`config.mk`:
```
export PLATFORM = sky130hd
export DESIGN_NAME = fetch_stage_ctrl_flat
export DESIGN_NICKNAME = d
export VERILOG_FILES = /design/src/rtl/fetch_stage_ctrl_pkg.sv /design/src/rtl/fetch_stage_ctrl_if.sv /design/src/rtl/fetch_stage_ctrl_sat_counter.sv /design/src/rtl/fetch_stage_ctrl.sv /design/src/flat_wrapper.sv
export SDC_FILE = /design/constraint.sdc
export NUM_CORES = 1
export LEC_CHECK = 0
export CAP_MARGIN = 30
export CORE_MARGIN = 10
export CORE_UTILIZATION = 42
export DETAILED_ROUTE_END_ITERATION = 6
export PLACE_DENSITY_LB_ADDON = 0.25
export SLEW_MARGIN = 20
export SYNTH_ARGS = -nofsm -noshare
export SYNTH_HDL_FRONTEND = slang
export SYNTH_SLANG_ARGS = --single-unit
```
`constraint.sdc`:
```
create_clock -name clk_i -period 1.7 [get_ports clk_i]
set_input_delay 0.34 -clock clk_i [delete_from_list [all_inputs] [get_ports clk_i]]
set_output_delay 0.34 -clock clk_i [all_outputs]
set_load 0.01 [all_outputs]
```
`src/rtl/fetch_stage_ctrl_pkg.sv`:
```
// Shared RV32 core constants and the IF/ID pipeline payload type.
package fetch_stage_ctrl_pkg;

  localparam int unsigned XLEN = 32;

  // addi x0, x0, 0
  localparam logic [XLEN-1:0] NOP_INSTR_RV32 = 32'h0000_0013;

  // Sequential fetch advances one 32-bit instruction word.
  localparam logic [XLEN-1:0] PC_INC = 32'd4;

  // Contents of the IF/ID pipeline register.
  typedef struct packed {
    logic [XLEN-1:0] pc;
    logic [XLEN-1:0] instr;
    logic            valid;
  } ifid_t;

endpackage : fetch_stage_ctrl_pkg

```
`src/rtl/fetch_stage_ctrl_if.sv`:
```
// Hazard-control inputs, instruction memory data and fetch-stage outputs.
interface fetch_stage_ctrl_if
  import fetch_stage_ctrl_pkg::*;
#(
  parameter int unsigned CNT_W = 16
);

  logic              start_i;
  logic              PCWrite_i;
  logic              Stall_i;
  logic              Flush_i;
  logic [XLEN-1:0]   BranchTarget_i;
  logic [XLEN-1:0]   Instr_i;
  logic [XLEN-1:0]   PC_o;
  logic [XLEN-1:0]   IFID_PC_o;
  logic [XLEN-1:0]   IFID_Instr_o;
  logic              IFID_Valid_o;
  logic [CNT_W-1:0]  StallCnt_o;
  logic [CNT_W-1:0]  FlushCnt_o;

  // Core-side driver: hazard unit, branch unit and instruction memory.
  modport master (
    output start_i, PCWrite_i, Stall_i, Flush_i, BranchTarget_i, Instr_i,
    input  PC_o, IFID_PC_o, IFID_Instr_o, IFID_Valid_o, StallCnt_o, FlushCnt_o
  );

  // Fetch stage itself.
  modport slave (
    input  start_i, PCWrite_i, Stall_i, Flush_i, BranchTarget_i, Instr_i,
    output PC_o, IFID_PC_o, IFID_Instr_o, IFID_Valid_o, StallCnt_o, FlushCnt_o
  );

endinterface : fetch_stage_ctrl_if

```
`src/rtl/fetch_stage_ctrl_sat_counter.sv`:
```
// Event counter that sticks at all-ones instead of wrapping.
module sat_counter #(
  parameter int unsigned CNT_W = 16
) (
  input  logic             clk_i,
  input  logic             rst_i,
  input  logic             i_en,
  output logic [CNT_W-1:0] o_cnt
);

  logic [CNT_W-1:0] r_cnt;

  // Count enabled cycles, holding once saturated.
  always_ff @(posedge clk_i or negedge rst_i) begin
    if (!rst_i) begin
      r_cnt <= '0;
    end else if (i_en && (r_cnt != '1)) begin
      r_cnt <= r_cnt + CNT_W'(1);
    end
  end

  assign o_cnt = r_cnt;

endmodule : sat_counter

```
`src/rtl/fetch_stage_ctrl.sv`:
```
// Fetch stage: PC register, IF/ID register and stall/flush event counters.
module fetch_stage_ctrl
  import fetch_stage_ctrl_pkg::*;
#(
  parameter logic [XLEN-1:0] RESET_PC  = 32'h0000_0000,
  parameter logic [XLEN-1:0] NOP_INSTR = NOP_INSTR_RV32,
  parameter int unsigned     CNT_W     = 16
) (
  input  logic               clk_i,
  input  logic               rst_i,
  fetch_stage_ctrl_if.slave  bus
);

  logic            w_stall_eff;
  logic            w_flush_eff;
  logic [XLEN-1:0] r_pc;
  logic [XLEN-1:0] w_pc_nxt;
  ifid_t           r_ifid;
  ifid_t           w_ifid_nxt;
  ifid_t           w_ifid_bubble;
  logic [CNT_W-1:0] w_stall_cnt;
  logic [CNT_W-1:0] w_flush_cnt;

  // A stalled branch has stale operands, so stall masks flush.
  assign w_stall_eff = bus.start_i & bus.Stall_i;
  assign w_flush_eff = bus.start_i & bus.Flush_i & ~bus.Stall_i;

  assign w_ifid_bubble = '{pc: r_pc, instr: NOP_INSTR, valid: 1'b0};

  // Next PC and IF/ID contents; priority idle > stall > flush > normal.
  always_comb begin
    w_pc_nxt   = r_pc;
    w_ifid_nxt = r_ifid;
    if (!bus.start_i) begin
      w_ifid_nxt = w_ifid_bubble;
    end else if (w_stall_eff) begin
      if (bus.PCWrite_i) begin
        w_pc_nxt = r_pc + PC_INC;
      end
    end else if (w_flush_eff) begin
      w_ifid_nxt = w_ifid_bubble;
      if (bus.PCWrite_i) begin
        w_pc_nxt = bus.BranchTarget_i;
      end
    end else begin
      w_ifid_nxt = '{pc: r_pc, instr: bus.Instr_i, valid: 1'b1};
      if (bus.PCWrite_i) begin
        w_pc_nxt = r_pc + PC_INC;
      end
    end
  end

  // PC and IF/ID state registers.
  always_ff @(posedge clk_i or negedge rst_i) begin
    if (!rst_i) begin
      r_pc   <= RESET_PC;
      r_ifid <= '{pc: '0, instr: NOP_INSTR, valid: 1'b0};
    end else begin
      r_pc   <= w_pc_nxt;
      r_ifid <= w_ifid_nxt;
    end
  end

  sat_counter #(.CNT_W(CNT_W)) u_stall_cnt (
    .clk_i (clk_i),
    .rst_i (rst_i),
    .i_en  (w_stall_eff),
    .o_cnt (w_stall_cnt)
  );

  sat_counter #(.CNT_W(CNT_W)) u_flush_cnt (
    .clk_i (clk_i),
    .rst_i (rst_i),
    .i_en  (w_flush_eff),
    .o_cnt (w_flush_cnt)
  );

  assign bus.PC_o         = r_pc;
  assign bus.IFID_PC_o    = r_ifid.pc;
  assign bus.IFID_Instr_o = r_ifid.instr;
  assign bus.IFID_Valid_o = r_ifid.valid;
  assign bus.StallCnt_o   = w_stall_cnt;
  assign bus.FlushCnt_o   = w_flush_cnt;

endmodule : fetch_stage_ctrl

```
`src/flat_wrapper.sv`:
```
// flat-port wrapper written by rule: the top's interface ports become plain ports
module fetch_stage_ctrl_flat import fetch_stage_ctrl_pkg::*;
#(
  parameter logic [XLEN-1:0] RESET_PC  = 32'h0000_0000,
  parameter logic [XLEN-1:0] NOP_INSTR = NOP_INSTR_RV32,
  parameter int unsigned     CNT_W     = 16
)
  (clk_i, rst_i, bus_start_i, bus_PCWrite_i, bus_Stall_i, bus_Flush_i, bus_BranchTarget_i, bus_Instr_i, bus_PC_o, bus_IFID_PC_o, bus_IFID_Instr_o, bus_IFID_Valid_o, bus_StallCnt_o, bus_FlushCnt_o);
  fetch_stage_ctrl_if #(.CNT_W(CNT_W)) bus_i ();
  input  logic clk_i;
  input  logic rst_i;
  input wire logic [$bits(bus_i.start_i)-1:0] bus_start_i;
  input wire logic [$bits(bus_i.PCWrite_i)-1:0] bus_PCWrite_i;
  input wire logic [$bits(bus_i.Stall_i)-1:0] bus_Stall_i;
  input wire logic [$bits(bus_i.Flush_i)-1:0] bus_Flush_i;
  input wire logic [$bits(bus_i.BranchTarget_i)-1:0] bus_BranchTarget_i;
  input wire logic [$bits(bus_i.Instr_i)-1:0] bus_Instr_i;
  output wire logic [$bits(bus_i.PC_o)-1:0] bus_PC_o;
  output wire logic [$bits(bus_i.IFID_PC_o)-1:0] bus_IFID_PC_o;
  output wire logic [$bits(bus_i.IFID_Instr_o)-1:0] bus_IFID_Instr_o;
  output wire logic [$bits(bus_i.IFID_Valid_o)-1:0] bus_IFID_Valid_o;
  output wire logic [$bits(bus_i.StallCnt_o)-1:0] bus_StallCnt_o;
  output wire logic [$bits(bus_i.FlushCnt_o)-1:0] bus_FlushCnt_o;
  assign bus_i.start_i = bus_start_i;
  assign bus_i.PCWrite_i = bus_PCWrite_i;
  assign bus_i.Stall_i = bus_Stall_i;
  assign bus_i.Flush_i = bus_Flush_i;
  assign bus_i.BranchTarget_i = bus_BranchTarget_i;
  assign bus_i.Instr_i = bus_Instr_i;
  assign bus_PC_o = bus_i.PC_o;
  assign bus_IFID_PC_o = bus_i.IFID_PC_o;
  assign bus_IFID_Instr_o = bus_i.IFID_Instr_o;
  assign bus_IFID_Valid_o = bus_i.IFID_Valid_o;
  assign bus_StallCnt_o = bus_i.StallCnt_o;
  assign bus_FlushCnt_o = bus_i.FlushCnt_o;
  fetch_stage_ctrl #(.RESET_PC(RESET_PC), .NOP_INSTR(NOP_INSTR), .CNT_W(CNT_W)) u_core (.clk_i(clk_i), .rst_i(rst_i), .bus(bus_i));
endmodule
```
==> run summary <==
Status: finished, final reports clean
# H-tree levels: 4
Starting Density: 42.5%
First-pass GRT wire length: 32200 µm
Crit-path max cell delay: 410 ps
Most frequent CP cell: nand4_1
Avg Inst Size Synth: 9.73 µm²
DP HPWL: 15000 µm
DRT iter0 DRCs: 322
First-pass iteration count of the detailed router: 5
Placed inst area: 8820 µm²
Die span in y: 141 µm
Synth Net Count: 703
Total power: 10.7 mW
Syn Inst Count: 630
EDFF count, synth: 0
Via count: 5846
All-Layer GR Usage: 19.9%
FP Rows: 44
Largest net degree at the start of global routing: 49
CTS tree: yes
Antenna viol nets, final: 0
Worst setup SP type: flop
Routed WL per cell: 18.6 µm
FFs w/ async S/R, synth: 100%
Highest routing layer actually used: met4
Most common cell in the synthesized netlist: nand2_1
Critical path buffer and inverter count: 1
Hold WC Path Type: input pin to asynchronous set/reset pin
Cts bufs inserted: 17
# IOs: 199
Met3 wire length: 1390 µm
Die Area: 19800 µm²
RSZ-0062 raised after global routing: true
Peak Freq: 0.593 GHz
Sequential cell area fraction in the yosys report: 52.7%
Clock Skews: 7.22 ps
M1 WL: 8600 µm
Power density over cell area: 1110 nW/µm²
Die W: 141 µm
Slew @ Worst Pin: 446 ps
Top_reg_cell synth: dfrtp_1
Final Util: 66.9%
Post-synth top cells: 138 x nand2_1, 126 x dfrtp_1, 35 x nand3_1, 32 x buf_4, 29 x a22o_1
CP Class: flop to flop
Area delta synth->final: 57.4%
Synth area leaders: dfrtp_1 51%, nand2_1 8.4%, a22o_1 4.1%, buf_4 3.9%, nand3_1 2.9%
Vias in the first global route: 6029
Vias per std cell: 5.35
# diodes: 0
Routed WL: 20300 µm
Final setup vio count: 0
P_leak: 4.74 nW
Area leader, netlist: dfrtp_1
# clock sinks: 129
Port Buffer Count: 198
Met2 WL post-DR: 9960 µm
Delay-heaviest family, CP: simple AND/OR/NAND/NOR gates
R2R Path Start: u_core.bus.PC_o[5]$_DFFE_PN0P_
Ratio of cells with drive above 1 in the final layout: 20.3%
Unique cell type count in the Yosys netlist: 50
Yosys reg bits: 129
Worst EP required: 2050 ps
Initial antenna violation count: 0
Clk_lat worst skew: 420 ps
Slowest library cell on the worst path: or4_1
Longest Clk Path Bufs: 2
Max FO, Critical Path: 4
Data arrival, critical path: 2030 ps
Max-slew violations: 0
Root Driver: clkbuf_16
Number of remaining DRC errors: 0
Nets: 968
Synthesized area: 6130 µm²
CP startpoint: u_core.bus.PC_o[5]$_DFFE_PN0P_
Hold Violations, Final: 0
YS warnings: 0
Core ar.: 14400 µm²
Top-area cell type share of the netlist area: 51.4%
GPL Wtd Cong: 0.914
Reg clk slew, reported paths: 60 ps
Critical path cell sequence: nand4_1 -> nor2_1 -> buf_4 -> nand4_1 -> or4_1 -> nand4_1
Final min period: 1690 ps
Final instance area: 9650 µm²
Worst VDD drop: 0.000610 V
Relative slew slack: 70.3%
GR Overflow Total: 0
Crit end category: flop
Fin crit share: 99.1%
Max-cap violations: 0
layer usage:
layer | global-route usage (%) | vias to the layer above
li1 | - | 2748
met1 | 24.7 | 2850
met2 | 32.7 | 226
met3 | 5.54 | 22
met4 | 6.74 | 0
met5 | 0 | -
power breakdown:
part,switching (mW),total (mW),internal [mW]
Clock,1.43,3.75,2.32
Sequential,0.326,3.88,3.55
Combinational,1.51,3.06,1.56
Total,3.27,10.7,7.42
cell type report:
type	count	area, µm²
multi-input cells	431	2670
fillers	1152	4770
inverters	8	30.0
flip-flops and latches	129	3230
clock inverters	15	184
repair buffers	308	2880
well taps	184	230
clock buffers	17	425
worst reg2reg max path: stages (launching register included):
cell and delay, ps:
dfrtp_1 360, nand4_1 250, nor2_1 260, buf_4 150, nand4_1 100, or4_1 410
nand4_1 90
registers in the layout, indices dropped and copies added, names as in the netlist:
name / cells
u_core.u_stall_cnt.o_cnt: 16
u_core.bus.IFID_Valid_o: 1
u_core.bus.IFID_Instr_o: 32
u_core.bus.IFID_PC_o: 32
u_core.u_flush_cnt.o_cnt: 16
u_core.bus.PC_o: 32
logic make-up (layout without fill, tap and decap cells):
logic type / after synthesis / after routing / synth area share, %
compound gates: 123 / 123 / 14.0
buf+inv: 70 / 348 / 6.24
xor+xnor: 26 / 26 / 3.71
flops: 129 / 129 / 52.7
simple gates: 269 / 269 / 21.0
mux: 10 / 10 / 1.76
fa+ha+maj: 3 / 3 / 0.612
per-stage QoR:
| step | setup TNS [ps] | hold slack, ps | std cells | setup WS (ps) |
|---|---|---|---|---|
| 3_5_place_dp | -29970 | 293 | 1051 | -486 |
| 6_report | 0 | 413 | 1092 | 14.8 |
| 3_3_place_gp | -27030 | 297 | 1051 | -448 |
| 5_1_grt | -624 | 446 | 1092 | -121 |
| 4_1_cts | 0 | 426 | 1089 | 0.851 |
| 2_1_floorplan | -125 | 44.4 | 630 | -69.8 |
worst paths after layout:
path                                                           end  slack (ps)  cells after the start
max                                u_core.bus.PC_o[25]$_DFFE_PN0P_          10                      6
min                        u_core.bus.IFID_Instr_o[10]$_DFFE_PN0P_         410                      2
max reg2reg                        u_core.bus.PC_o[25]$_DFFE_PN0P_          10                      6
min reg2reg                   u_core.bus.IFID_PC_o[20]$_DFFE_PN0P_         460                      2
max in group asynchronous     u_core.bus.IFID_PC_o[18]$_DFFE_PN0P_         640                      3
min in group clk_i            u_core.bus.IFID_PC_o[20]$_DFFE_PN0P_         460                      2
repair_timing:
action	CTS	global route
setup buffers	5	3
endpoints found under the hold margin	40	0
gates resized for setup	76	52
gates cloned	0	0
setup endpoints to repair	72	65
pin swaps	4	4
hold buffers	1	0
cell usage in the layout, fill, tap and decap left out, drive strengths merged, types with 11 or more instances in the layout:
| master | count |
|---|---|
| nand2 | 138 |
| a22o | 29 |
| nand4 | 19 |
| a2bb2oi | 11 |
| nand3 | 38 |
| xnor2 | 17 |
| o22ai | 16 |
| clkdlybuf4s50 | 102 |
| nor2 | 21 |
| dlymetal6s2s | 28 |
| a21oi | 27 |
| nor3 | 11 |
| buf | 110 |
| clkbuf | 17 |
| dlygate4sd2 | 67 |
| dfrtp | 126 |
| o21ai | 16 |
Power figures use the tool's default switching activity.
